## config.mk

```make
export PLATFORM = sky130hd
export DESIGN_NAME = au_sched
export DESIGN_NICKNAME = d
export VERILOG_FILES = /design/src/rtl/au_sched.sv
export SDC_FILE = /design/constraint.sdc
export NUM_CORES = 1
export LEC_CHECK = 0
export ABC_CLOCK_PERIOD_IN_PS = 6850
export BUFFER_PORTS_ARGS = -buffer_cell sky130_fd_sc_hd__buf_2
export CAP_MARGIN = 20
export CORE_AREA = 2 2 125 127
export CTS_CLUSTER_SIZE = 12
export DETAILED_ROUTE_END_ITERATION = 8
export DIE_AREA = 0 0 127 129
export PLACE_DENSITY = 0.64
export SYNTH_ARGS = -nofsm -noshare
export SYNTH_HDL_FRONTEND = slang
export SYNTH_SLANG_ARGS = --single-unit
```

## constraint.sdc

```tcl
create_clock -name clk -period 6.85 [get_ports clk]
set_clock_uncertainty 0.15 [all_clocks]
set_input_delay 0.685 -clock clk [delete_from_list [all_inputs] [get_ports clk]]
set_output_delay 0.685 -clock clk [all_outputs]
set_load 0.1 [all_outputs]
```

## src/rtl/au_sched.sv

```systemverilog
// au_sched: two-requester scheduler in front of a single arithmetic unit.
// Requests are round-robin arbitrated into a command FIFO, then issued one
// at a time to the AU as start levels. Each completion is returned on a
// response channel.
// Optional feature: define AU_TIMEOUT_EN to abort a WAIT that lasts TIMEOUT
// cycles. The aborted operation is answered with rsp_err=1.
//
// Handshake semantics (requests and response): a transfer happens on a
// rising clk edge where valid and ready are both high. The producer holds
// valid and payload stable until that transfer. reqN_ready never depends on
// reqN_valid of the same requester, except through the shared grant choice.
module au_sched #(
  parameter int DEPTH   = 4,
  parameter int TIMEOUT = 64
) (
  input  logic        clk,
  input  logic        rst,
  input  logic        req0_valid,
  output logic        req0_ready,
  input  logic [1:0]  req0_op,
  input  logic [7:0]  req0_a,
  input  logic [7:0]  req0_b,
  input  logic        req1_valid,
  output logic        req1_ready,
  input  logic [1:0]  req1_op,
  input  logic [7:0]  req1_a,
  input  logic [7:0]  req1_b,
  output logic [7:0]  au_a,
  output logic [7:0]  au_b,
  output logic        au_startadd,
  output logic        au_startsub,
  output logic        au_startmultiplier,
  output logic        au_startdiv,
  input  logic [15:0] au_result,
  input  logic        au_done,
  input  logic [3:0]  au_flags,
  output logic        rsp_valid,
  input  logic        rsp_ready,
  output logic        rsp_id,
  output logic [15:0] rsp_result,
  output logic [3:0]  rsp_flags,
  output logic        rsp_err,
  output logic        busy,
  output logic [1:0]  dbg_state
);

  localparam int AW      = $clog2(DEPTH);
  localparam int ENTRY_W = 1 + 2 + 8 + 8;
  localparam logic [AW:0] FULL_CNT = (AW+1)'(DEPTH);

  typedef enum logic [1:0] {
    S_IDLE  = 2'd0,
    S_ISSUE = 2'd1,
    S_WAIT  = 2'd2,
    S_RESP  = 2'd3
  } state_t;

  state_t state_q, state_d;

  logic [ENTRY_W-1:0] mem [DEPTH];
  logic [AW-1:0]      wr_ptr, rd_ptr;
  logic [AW:0]        count;
  logic               full, fifo_empty;
  logic               rr_ptr, grant, can_push, push, pop;
  logic [ENTRY_W-1:0] push_data;

  logic               opr_id;
  logic [1:0]         opr_op;
  logic [7:0]         opr_a, opr_b;
  logic               active, timeout, finish_op;

  assign full       = (count == FULL_CNT);
  assign fifo_empty = (count == '0);

  // Arbitration: a lone requester wins, contention goes to the round-robin pointer.
  always_comb begin
    grant = rr_ptr;
    if (req0_valid && !req1_valid) grant = 1'b0;
    else if (req1_valid && !req0_valid) grant = 1'b1;
  end

  // The FIFO accepts nothing while in reset or when full (no push/pop bypass).
  assign can_push   = rst && !full;
  assign req0_ready = can_push && !grant;
  assign req1_ready = can_push && grant;
  assign push       = (req0_valid && req0_ready) || (req1_valid && req1_ready);
  assign push_data  = grant ? {1'b1, req1_op, req1_a, req1_b}
                            : {1'b0, req0_op, req0_a, req0_b};
  assign pop        = (state_q == S_IDLE) && !fifo_empty;

  // FIFO pointers, occupancy and round-robin pointer.
  always_ff @(posedge clk or negedge rst) begin
    if (!rst) begin
      wr_ptr <= '0;
      rd_ptr <= '0;
      count  <= '0;
      rr_ptr <= 1'b0;
    end else begin
      if (push) wr_ptr <= wr_ptr + 1'b1;
      if (pop)  rd_ptr <= rd_ptr + 1'b1;
      if (push && !pop)      count <= count + 1'b1;
      else if (!push && pop) count <= count - 1'b1;
      if (push) rr_ptr <= ~rr_ptr;
    end
  end

  // FIFO storage; validity is tracked by count, so the array needs no reset.
  always_ff @(posedge clk) begin
    if (push) mem[wr_ptr] <= push_data;
  end

`ifdef AU_TIMEOUT_EN
  localparam int CW = $clog2(TIMEOUT + 1);
  logic [CW-1:0] to_cnt;

  // WAIT-cycle counter, restarted for every issued operation.
  always_ff @(posedge clk or negedge rst) begin
    if (!rst) begin
      to_cnt <= '0;
    end else if (state_q == S_ISSUE) begin
      to_cnt <= '0;
    end else if (state_q == S_WAIT) begin
      to_cnt <= to_cnt + 1'b1;
    end
  end

  assign timeout = (state_q == S_WAIT) && (to_cnt == CW'(TIMEOUT - 1));
`else
  assign timeout = 1'b0;
`endif

  // au_done wins over a timeout in the same cycle.
  assign finish_op = (state_q == S_WAIT) && (au_done || timeout);

  // FSM state register.
  always_ff @(posedge clk or negedge rst) begin
    if (!rst) state_q <= S_IDLE;
    else      state_q <= state_d;
  end

  // FSM next-state logic.
  always_comb begin
    state_d = state_q;
    case (state_q)
      S_IDLE:  if (!fifo_empty) state_d = S_ISSUE;
      S_ISSUE: state_d = S_WAIT;
      S_WAIT:  if (finish_op) state_d = S_RESP;
      S_RESP:  if (rsp_ready) state_d = S_IDLE;
      default: state_d = S_IDLE;
    endcase
  end

  // Operation register (loaded on pop) and response capture.
  always_ff @(posedge clk or negedge rst) begin
    if (!rst) begin
      opr_id     <= 1'b0;
      opr_op     <= 2'd0;
      opr_a      <= 8'd0;
      opr_b      <= 8'd0;
      rsp_id     <= 1'b0;
      rsp_result <= 16'd0;
      rsp_flags  <= 4'd0;
    end else begin
      if (pop) {opr_id, opr_op, opr_a, opr_b} <= mem[rd_ptr];
      if (finish_op) begin
        rsp_id     <= opr_id;
        rsp_result <= au_done ? au_result : 16'd0;
        rsp_flags  <= au_done ? au_flags : 4'd0;
      end
    end
  end

`ifdef AU_TIMEOUT_EN
  // Error flag marks a response produced by the timeout path.
  always_ff @(posedge clk or negedge rst) begin
    if (!rst)           rsp_err <= 1'b0;
    else if (finish_op) rsp_err <= !au_done;
  end
`else
  assign rsp_err = 1'b0;
`endif

  // Start levels are held through ISSUE and WAIT only. RESP always gives at
  // least one low cycle between operations, so the AU sees a fresh rising edge.
  assign active             = (state_q == S_ISSUE) || (state_q == S_WAIT);
  assign au_startadd        = active && (opr_op == 2'd0);
  assign au_startsub        = active && (opr_op == 2'd1);
  assign au_startmultiplier = active && (opr_op == 2'd2);
  assign au_startdiv        = active && (opr_op == 2'd3);
  assign au_a               = opr_a;
  assign au_b               = opr_b;
  assign rsp_valid          = (state_q == S_RESP);
  assign busy               = (state_q != S_IDLE) || !fifo_empty;
  assign dbg_state          = state_q;

endmodule

```

Yosys cells after proc, flatten, opt, wreduce, memory -nomap -nowiden
Memories as Yosys holds them, arrays and structs flattened. A register that Yosys moved wholly into a read port is not among the register bits.
Cells that the tools add are included.
{"block": "op_classes", "eq_ne": 10, "n_bitwise": 1, "addsub": 4, "reduce_logical": 32, "n_mux": 13}
{"op": "$mux W19", "count": 1}
{"op": "$mux W16", "count": 1}
{"op": "$logic_and A1 B1 Y1", "count": 15}
{"op": "$eq A2 B2 Y1 const B", "count": 4}
{"op": "$logic_not A1 Y1", "count": 8}
{"op": "$pmux W2 S4", "count": 1}
{"op": "$mux W2", "count": 3}
{"op": "$mux W3", "count": 2}
{"op": "$add A2 B1 Y2 const B", "count": 2}
{"op": "$eq A2 B1 Y1 const B", "count": 2}
{"op": "$logic_not A2 Y1", "count": 2}
{"op": "$mux W1", "count": 4}
{"op": "$mux W4", "count": 1}
{"op": "$ne A2 B2 Y1 const B", "count": 2}
{"op": "$reduce_bool A2 Y1", "count": 2}
{"op": "$add A3 B1 Y3 const B", "count": 1}
{"op": "$eq A3 B3 Y1 const B", "count": 1}
{"op": "$logic_not A3 Y1", "count": 1}
{"op": "$logic_or A1 B1 Y1", "count": 3}
{"op": "$reduce_and A3 Y1", "count": 1}
{"op": "$sub A3 B1 Y3 const B", "count": 1}
{"op": "$ne A2 B1 Y1 const B", "count": 1}
{"op": "$not A1 Y1", "count": 1}
{"block": "totals", "n_memories": 1, "regBits": 31, "word_cells": 69, "mem_bits_rw": 76, "out_inout_bits": 48, "inputBits": 62}
{"name": "mem", "depth": 4, "word_bits": 19, "read_ports": 1, "rd_clocked_by_memory_dff": 1, "write_ports": 1, "line": "60", "rtl": "logic [ENTRY_W-1:0] mem [DEPTH];"}

Longest topological paths before layout
{"block": "logic_depth", "depth_word": 12, "mapped_depth": 10, "depth_no_buf": 9}

Worst setup path before layout
No wires, ideal clock.
{"block": "synth_path", "kind": "reg2out", "start": "register state_q[0] (netlist: dbg_state[0])", "end": "output au_startadd", "path_slack_ns": 2.355, "path_stages_with_launch": 4, "required_ns": 6.015, "t_arrival_ns": 3.660, "path_buffers": 0, "path_cell_list": "dfrtp_1 -> inv_1 -> ha_1 -> nor3b_1"}
{"block": "synth_between", "elab_chain_len": 3, "elab_cells_between_ends": 4, "cone_classes": "eq/ne (2); reduce/logical (2)"}
{"item": "start: declaration", "line": "58", "rtl": "state_t state_q, state_d;"}
{"item": "start signal: assignment", "line": "138", "rtl": "else state_q <= state_d;"}
{"item": "$eq A2 B1 Y1 or $eq A2 B2 Y1 (tied branches)", "line": "185", "rtl": "assign active = (state_q == S_ISSUE) || (state_q == S_WAIT);"}
{"item": "$logic_or A1 B1 Y1 (*)", "line": "185"}
{"item": "$logic_and A1 B1 Y1 (*)", "line": "186", "rtl": "assign au_startadd = active && (opr_op == 2'd0);"}
{"item": "end: declaration", "line": "30", "rtl": "output logic au_startadd,"}
Mark *: on every way between the ends. The rest lies on a longest branch, timed or not.

Worst setup path after layout
{"block": "layout_path", "start": "input rst", "end": "output req0_ready"}
{"block": "layout_between", "elab_chain_len": 2}
{"item": "start: declaration", "line": "17", "rtl": "input logic rst,"}
{"item": "$logic_and A1 B1 Y1", "line": "83", "rtl": "assign can_push = rst && !full;"}
{"item": "$logic_and A1 B1 Y1", "line": "84", "rtl": "assign req0_ready = can_push && !grant;"}
{"item": "end: declaration", "line": "19", "rtl": "output logic req0_ready,"}
Every way passes these cells.

==> out/summary.txt <==
DRT Pass-1 Iters: 6
Routed WL per cell: 15.7 um
P&R area growth vs syn: 25.5%
hold buffers post-CTS: 0
RD Place Congestion: 0.615
clock sink count: 126
HPWL after DPL: 6.03 mm
die area: 16400 um^2
Final Cell Area: 6430 um^2
CTS tree: built
root buffer cell: clkbuf_16
Final Routed Wirelength: 9.21 mm
CP bufs+invs: 4
register area share after synthesis: 68.9%
Initial Util: 34.2%
top cells by count, synth: edfxtp_1, mux2_2, dfrtp_1, mux4_2, inv_1
crit-path leading delay family: buffers and inverters
Crit. End Element: output port
post_cts resized: 0
share of cells above drive strength 1: 54.8%
IO Count: 110
most common flop cell mapped by yosys: edfxtp_1
cell area after synthesis: 5130 um^2
height of the chip: 129 um
crit start category: input pin
clock transition at the registers of the reported paths: 50 ps
register bit count reported by yosys: 126
crit path DAT: 2200 ps
Final Util: 43.0%
Synth area leader: edfxtp_1
antenna violations before repair: 0
Post-synth EDFFs: 76
Async SR Flop Fraction: 39.7%
status: finished, final reports clean
Final Max Tran Viols: 0
slowest CP cell: buf_4
GRT Util Overall: 12.2%
fin nets: 458
GRT Residual Overflow: 0
CTS buffer count: 17
vias post-DR: 2720
post-synth top area share: 44.5%
setup TNS: 0 ps
core area: 15000 um^2
IO buf count: 108
Fin. Hold Viols: 0
largest net degree at the start of global routing: 53
Syn Inst Count: 268
clk_lat worst skew: 410 ps
# diodes: 0
Worst Path Max Fanout: 52
number of DRC markers in iteration 0: 120
Post-CTS Setup Inserts: 0
largest cells by area after synthesis: edfxtp_1, dfrtp_1, mux2_2, mux4_2, ha_1
htree depth: 4
Synthesis Warnings: 0
critical path class: input pin to output port
worst endpoint required time: 6010 ps
Synth cell types: 31
worst min path class: input pin to async pin
DRC: 0
cell with the most instances after synthesis: edfxtp_1
crit-path most repeated cell: buf_2
placed cell area: 5850 um^2
largest stage delay on the critical path: 530 ps
crit share post-route: 44.3%
Max Fclk: 0.329 GHz
Rows: 45
# setup viols final: 0
RSZ-0062 raised after global routing: no
min Tclk post-route: 3040 ps
syn avg cell area: 19.1 um^2
R2R setup slack: 4290 ps
vias in the first global route: 2771
Detail Route Antenna Nets: 0
cell breakdown of the critical path: buf_2 > buf_4 > inv_1 > nor3b_1 > buf_2
Syn Nets: 339
vias per inst: 4.63
number of max-cap violations: 0
CTS Buffer Depth: 2
first-pass GRT wire length: 14.6 mm
Die X: 127 um
Max-slew headroom: 30.1%
slew at the pin closest to its max-slew limit: 1050 ps
Fillers: 1358
## layout make-up
class                   instances  area, um^2  area share (%)
inverters                       9        33.8           0.525
clock inverters                 9         113            1.75
well taps                     188         235            3.66
flip-flops and latches        126        3530            54.9
clock buffers                  23         468            7.27
repair buffers                111         563            8.75
multi-input cells             122        1490            23.1
## layer usage
metal  share of wire (%)  global-route usage (%)  vias up
li1                    -                       -     1265
met1                  44                    14.6     1346
met2                  49                    19.7       96
met3                 5.7                    3.91       13
met4                 1.9                    6.59        0
met5                   0                       0        -
## worst paths after layout
path	from	to	cells after the start
worst max-delay path	rst	req0_ready	5
worst min-delay path	rst	rsp_result[12]$_DFFE_PN0P_	2
worst max register to register	dbg_state[0]$_DFFE_PN0P_	count[2]$_DFFE_PN0P_	10
worst min register to register	rr_ptr$_DFFE_PN0P_	rr_ptr$_DFFE_PN0P_	1
max in group asynchronous	rst	au_b[2]$_DFFE_PN0P_	2
min in group clk	rr_ptr$_DFFE_PN0P_	rr_ptr$_DFFE_PN0P_	1
## through the flow
| step | std cells | setup WS [ps] | hold slack (ps) |
|---|---|---|---|
| after floorplan | 268 | 2360 | 239 |
| after global placement | 556 | 3530 | 320 |
| after detailed placement | 556 | 3390 | 320 |
| after CTS | 588 | 3750 | 270 |
| after global routing | 588 | 3640 | 308 |
| final | 588 | 3810 | 241 |
## cells in the final DEF, fill, tap and decap left out
cell type / Yosys / final
mux2_4: 1 / 1
bufinv_16: 0 / 2
buf_4: 3 / 3
and3b_1: 1 / 1
nor2_1: 4 / 4
ha_1: 8 / 8
clkbuf_16: 0 / 17
clkinvlp_4: 0 / 4
o32a_1: 1 / 1
nor2_2: 1 / 1
o31ai_4: 1 / 1
nor2b_1: 1 / 1
a211oi_4: 1 / 1
clkinv_4: 0 / 2
buf_2: 4 / 108
fa_1: 1 / 1
maj3_2: 1 / 1
xnor2_1: 3 / 3
nor3_1: 1 / 1
and3_1: 2 / 2
mux4_2: 18 / 18
clkbuf_8: 0 / 2
mux4_1: 1 / 1
xor2_1: 4 / 4
dfrtp_1: 50 / 50
inv_1: 9 / 9
nor3b_1: 2 / 2
clkinv_2: 0 / 1
edfxtp_1: 76 / 76
a221oi_1: 1 / 1
conb_1: 1 / 1
mux2_2: 57 / 57
clkbuf_1: 2 / 4
mux2_1: 3 / 3
nand2_1: 4 / 4
and2_1: 4 / 4
## registers in the layout, summed over array words and instances (netlist names)
signal / cells
au_a: 8
opr_id: 1
opr_op: 2
wr_ptr: 2
rr_ptr: 1
count: 3
rsp_id: 1
rsp_result: 16
rd_ptr: 2
mem: 76
dbg_state: 2
rsp_flags: 4
au_b: 8
## cell families (layout without fill, tap and decap cells)
kind of cell / Yosys count / in the layout / synth area share [%]
fa+ha+maj: 10 / 10 / 2.56
mux: 80 / 80 / 21.9
other cells: 1 / 1 / 0.0731
buf+inv: 20 / 152 / 2.07
simple gates: 20 / 20 / 2.12
flops: 126 / 126 / 68.9
xor+xnor: 7 / 7 / 1.20
compound gates: 4 / 4 / 1.17
Power is not shown: default switching activity piles up to over one toggle a cycle in this logic, so the estimate is an artifact.
